--- src/rtl/kv_update_writer.sv ---
// kv_update_writer: write-side buffer for the combinational key/value store.
// It accepts update requests over a valid/ready handshake and queues them in a
// small FIFO. A repeat write to a key that is already queued overwrites that
// entry's value in place. Entries drain at most one per cycle onto a
// registered update strobe.
//
// Ports:
//   clk, reset                         clock, asynchronous active-high reset
//   in_valid/in_ready/in_key/in_value  request handshake
//   hold                               suppress draining this cycle
//   flush                              synchronous discard of queue and output strobe
//   update_valid/update_key/update_value  registered write port to the store
//   pending                            number of queued entries (excludes output reg)
//   empty                              nothing queued and no strobe in flight
module kv_update_writer #(
    parameter int unsigned KEY_WIDTH = 32,
    parameter int unsigned VAL_WIDTH = 32,
    parameter int unsigned DEPTH     = 4
) (
    input  logic                         clk,
    input  logic                         reset,
    input  logic                         in_valid,
    output logic                         in_ready,
    input  logic [KEY_WIDTH-1:0]         in_key,
    input  logic [VAL_WIDTH-1:0]         in_value,
    input  logic                         hold,
    input  logic                         flush,
    output logic                         update_valid,
    output logic [KEY_WIDTH-1:0]         update_key,
    output logic [VAL_WIDTH-1:0]         update_value,
    output logic [$clog2(DEPTH+1)-1:0]   pending,
    output logic                         empty
);

    localparam int unsigned PTR_W = (DEPTH > 1) ? $clog2(DEPTH) : 1;
    localparam int unsigned CNT_W = $clog2(DEPTH + 1);

    if (KEY_WIDTH == 0) begin : g_bad_key_width
        $fatal(1, "kv_update_writer: KEY_WIDTH must be > 0");
    end
    if (VAL_WIDTH == 0) begin : g_bad_val_width
        $fatal(1, "kv_update_writer: VAL_WIDTH must be > 0");
    end
    if ((DEPTH < 2) || ((DEPTH & (DEPTH - 1)) != 0)) begin : g_bad_depth
        $fatal(1, "kv_update_writer: DEPTH must be a power of two >= 2");
    end

    logic [KEY_WIDTH-1:0] key_mem [DEPTH];
    logic [VAL_WIDTH-1:0] val_mem [DEPTH];
    logic [DEPTH-1:0]     entry_valid;
    logic [PTR_W-1:0]     head;
    logic [PTR_W-1:0]     tail;
    logic [CNT_W-1:0]     count;

    logic             pop;
    logic             accept;
    logic             match_hit;
    logic [PTR_W-1:0] match_idx;
    logic             push;
    logic             coalesce;

    assign in_ready = (count < CNT_W'(DEPTH));
    assign pending  = count;
    assign empty    = (count == '0) && !update_valid;

    always_comb begin
        pop       = (count != '0) && !hold;
        accept    = in_valid && in_ready;
        match_hit = 1'b0;
        match_idx = '0;
        // The head leaving on this edge is not a coalesce target; a matching
        // request becomes a fresh entry so the popped value goes out unchanged.
        for (int i = 0; i < int'(DEPTH); i++) begin
            if (entry_valid[i] && (key_mem[i] == in_key)
                && !(pop && (PTR_W'(i) == head))) begin
                match_hit = 1'b1;
                match_idx = PTR_W'(i);
            end
        end
        push     = accept && !match_hit && !flush;
        coalesce = accept && match_hit && !flush;
    end

    always_ff @(posedge clk or posedge reset) begin
        if (reset) begin
            head         <= '0;
            tail         <= '0;
            count        <= '0;
            entry_valid  <= '0;
            update_valid <= 1'b0;
            update_key   <= '0;
            update_value <= '0;
        end else if (flush) begin
            head         <= '0;
            tail         <= '0;
            count        <= '0;
            entry_valid  <= '0;
            update_valid <= 1'b0;
        end else begin
            update_valid <= pop;
            if (pop) begin
                update_key        <= key_mem[head];
                update_value      <= val_mem[head];
                entry_valid[head] <= 1'b0;
                head              <= head + PTR_W'(1);
            end
            if (push) begin
                entry_valid[tail] <= 1'b1;
                tail              <= tail + PTR_W'(1);
            end
            if (push && !pop) begin
                count <= count + CNT_W'(1);
            end else if (pop && !push) begin
                count <= count - CNT_W'(1);
            end
        end
    end

    // Entry payload storage is deliberately left unreset.
    always_ff @(posedge clk) begin
        if (push) begin
            key_mem[tail] <= in_key;
            val_mem[tail] <= in_value;
        end
        if (coalesce) begin
            val_mem[match_idx] <= in_value;
        end
    end

endmodule

--- config.mk ---
export PLATFORM = sky130hd
export DESIGN_NAME = kv_update_writer
export DESIGN_NICKNAME = d
export VERILOG_FILES = /design/src/rtl/kv_update_writer.sv
export SDC_FILE = /design/constraint.sdc
export NUM_CORES = 1
export LEC_CHECK = 0
export ABC_AREA = 1
export CORE_ASPECT_RATIO = 1.2
export CORE_MARGIN = 3
export CORE_UTILIZATION = 63
export CTS_CLUSTER_SIZE = 20
export DETAILED_ROUTE_END_ITERATION = 12
export DONT_BUFFER_PORTS = 1
export PLACE_DENSITY = 0.8
export SLEW_MARGIN = 20
export SYNTH_ARGS = -nofsm -noshare
export SYNTH_HDL_FRONTEND = slang
export SYNTH_SLANG_ARGS = --single-unit
--- constraint.sdc ---
create_clock -name clk -period 6.6 [get_ports clk]
set_input_delay 1.65 -clock clk [delete_from_list [all_inputs] [get_ports clk]]
set_output_delay 1.65 -clock clk [all_outputs]
set_load 0.01 [all_outputs]
==> impl_results.md <==
* Status: completed
* Startpoint Class: register
* Setup TNS at 0 ns
* Top post-synthesis cells by area: edfxtp_1 (49%), dfrtp_1 (12%), nand2_1 (10%)
* Final hold vios at 0
* Worst-path cell with the longest stage delay: dfrtp_4
* Crit path time final at 3.951 ns
* CP cell instances: clkinv_2 > ha_1 > nand3_1 > nand3_1 > nor2_1 > nand3_2 > nand2_2 > nor2_4 > nor2_4 > nand3_2 > a21oi_4 > buf_4
* Max Freq at 253.1 MHz
* Die area at 26910 sq um
* Area grow syn2layout at 8.120%
* Critical path class: reg -> reg
* Routed length on met1 at 17470 microns
* Met2 WL post-DR at 23470 microns
* Overall Global Routing Usage at 0.3574
* Yosys reg bits at 332
* Leakage at 0.006884 uW
* Final routed DRC violation total at 0
* Post-synthesis cell count at 1665
* DR vias at 12020
* Worst Setup End Kind: register
* Crit-path max cell delay at 0.79 ns
* Area of the multi-input gates at 5289 sq um
* Die X at 150.3 microns
* Ys async rst share at 0.2289
* Clock Sinks at 332
* Fillcell total at 1804
* Worst hold-check path type: reg -> reg
* Sequential share of the synthesized area at 0.6095
* WL final at 48150 microns
* Total CTS buffers at 31
* Number of synthesized flops with an enable pin at 256
* Placed Cells at 1928
* # diodes at 0
* Warnings, synthesis at 0
* Port Buffers at 0
* Row count at 62
* Worst Path Max Fanout at 49
* Clock Latency Late Sink at 0.58 ns
* Synthesized cell area at 15730 sq um
* Die Span Y at 179.1 microns
* Met3 WL at 4111 microns
* I/O pin count at 139
* CTS clock-pin slew for the worst setup and hold paths at 0.06 ns
* Initial Util at 0.6479
* WL/cell at 24.24 microns
* Max Cap Violations at 0
* Htree depth at 1
* # resized after CTS at 0
* Drt initial violations at 1157
* CTS tree: yes
* Layout Skew at 0.01518 ns
* Gp weighted congestion at 1.087
* Top FF cell, synth: edfxtp_1
* Initial antenna violation count at 1
* Post-CTS Setup Inserts at 0
* Synth cell types at 40
* Period utilisation layout at 0.5986
* Worst EP required at 6.87 ns
* RSZ-0062 raised after global routing: false
* Dpl hpwl at 32840 microns
* Final Non-Filler Cells at 1986
* Synth Net Count at 1743
* Avg Inst Size Synth at 9.449 sq um
* Drt via density at 6.051
* Register area at 9594 sq um
* Largest net degree at the start of global routing at 114
* Worst-Margin Slew at 1.059 ns
* Share of layout cells above drive strength 1 at 0.07743
* Post-route antenna net violation count at 0
* VDD IR max at 0.3501 mV
* Pwr/cell area at 347.8 nW/um^2
* Clk buf depth at 3
* GRT overflow at 0
* DRT Pass-1 Iters at 5
* Slew margin rel. at 0.2926
* Uppermost routed layer: met4
* Setup-failing EPs final at 0
* First-pass GRT wire length at 71100 microns
* Post-synth top area share at 0.4886
* Vias in the first global route at 12060
* Yosys top cell by area: edfxtp_1
* Root Driver: clkbuf_16
* Crit path arrival time at 4.22 ns
* Post-Route Utilization at 0.7006
* # hold bufs at CTS at 0
* Slew Viols, Final at 0
* Core region area at 24280 sq um
* Final nets at 1719
## state kept, by name (all words and copies together) (netlist names)
signal / flops
update_value: 32
key_mem: 128
update_key: 32
entry_valid: 4
pending: 3
tail: 2
update_valid: 1
head: 2
val_mem: 128
## area by class of cell
type / instances / area share
Tap cell: 320 / 0.02354
Timing Repair Buffer: 10 / 0.004855
Inverter: 161 / 0.03582
Multi-Input combinational cell: 1105 / 0.3109
Clock buffer: 38 / 0.04891
Sequential cell: 332 / 0.5640
Clock inverter: 20 / 0.01192
## logic make-up after synthesis
kind of cell               after synthesis  share of synthesized area
AOI/OAI and AO/OA                      296                     0.1039
xor gates and xnor gates                47                    0.02617
buffers and inverters                  228                    0.05623
DFF                                    332                     0.6095
and+or+nand+nor                        753                     0.1966
adders and majority gates                9                   0.007635
## placed cells by master (no fill, tap or decap), types with 4 or more instances in the layout
master      count
nand2_2        16
buf_4           8
nor3_1          5
xnor2_1        40
clkinv_2        6
edfxtp_1      256
o22ai_1        35
nand4_1        21
a21oi_2         4
inv_1         134
nor2_1        198
nor2_4          5
ha_1            8
nand3_2         6
dfrtp_1        74
nand3_1        48
clkinvlp_4      5
o21ai_0       163
clkbuf_1        4
inv_2          24
xor2_1          7
a21oi_1        61
nand2_1       438
o21a_1         26
clkbuf_16      31
## critical path, delay by kind of cell, from the launching register on
kind | cells | cell delay, ns
adder cells (fa/ha/maj) | 1 | 0.40
AND/OR/NAND/NOR | 8 | 0.93
buffers and inverters | 2 | 0.83
flip-flops | 1 | 0.79
AO/OA/AOI/OAI | 1 | 0.67
## worst paths after layout
| kind | from | endpoint | slack [ns] | depth (start not counted) |
|---|---|---|---|---|
| setup / recovery | head[0]$_DFFE_PP0P_ | val_mem[0][20]$_DFFE_PP_ | 2.65 | 12 |
| hold / removal | update_value[0]$_DFFE_PP0P_ | update_value[0]$_DFFE_PP0P_ | 0.55 | 2 |
| max in group asynchronous | reset | head[0]$_DFFE_PP0P_ | 4.82 | 2 |
| hold reg to reg | update_value[0]$_DFFE_PP0P_ | update_value[0]$_DFFE_PP0P_ | 0.55 | 2 |
| min in group asynchronous | reset | update_value[18]$_DFFE_PP0P_ | 1.17 | 2 |
| setup reg to reg | head[0]$_DFFE_PP0P_ | val_mem[0][20]$_DFFE_PP_ | 2.65 | 12 |
## per-stage QoR
stage	hold slack [ns]	total power (uW)	area (sq um)	worst slack (ns)
finish	0.5518	5916	17010	2.649
global route	0.5782	6146	17010	2.373
CTS	0.5549	5902	17000	2.624
detailed placement	0.5364	4088	15970	2.155
global placement	0.5344	4032	15970	2.140
floorplan	0.5155	3704	15730	2.079
## report_power, final
part	internal, uW	switching [uW]
clock network	1020	801
registers	2560	345
logic	372	818
## synth_stat cells, drive strengths merged (3+ instances only)
cell,n
nor2,204
o22ai,35
clkbuf,45
nand2,456
o21ai,167
ha,8
xor2,7
nand4,21
inv,160
and2,3
xnor2,40
nand3,54
nor3,5
a21oi,66
edfxtp,256
nand3b,3
dfrtp,76
o21a,26
buf,22
or2,4
## routing by layer
| metal | vias up | GRT usage |
|---|---|---|
| met1 | 5749 | 0.4426 |
| met5 | - | 0 |
| li1 | 5490 | - |
| met2 | 636 | 0.5946 |
| met4 | 0 | 0.1976 |
| met3 | 143 | 0.06726 |
(Power assumes the default switching activity.)
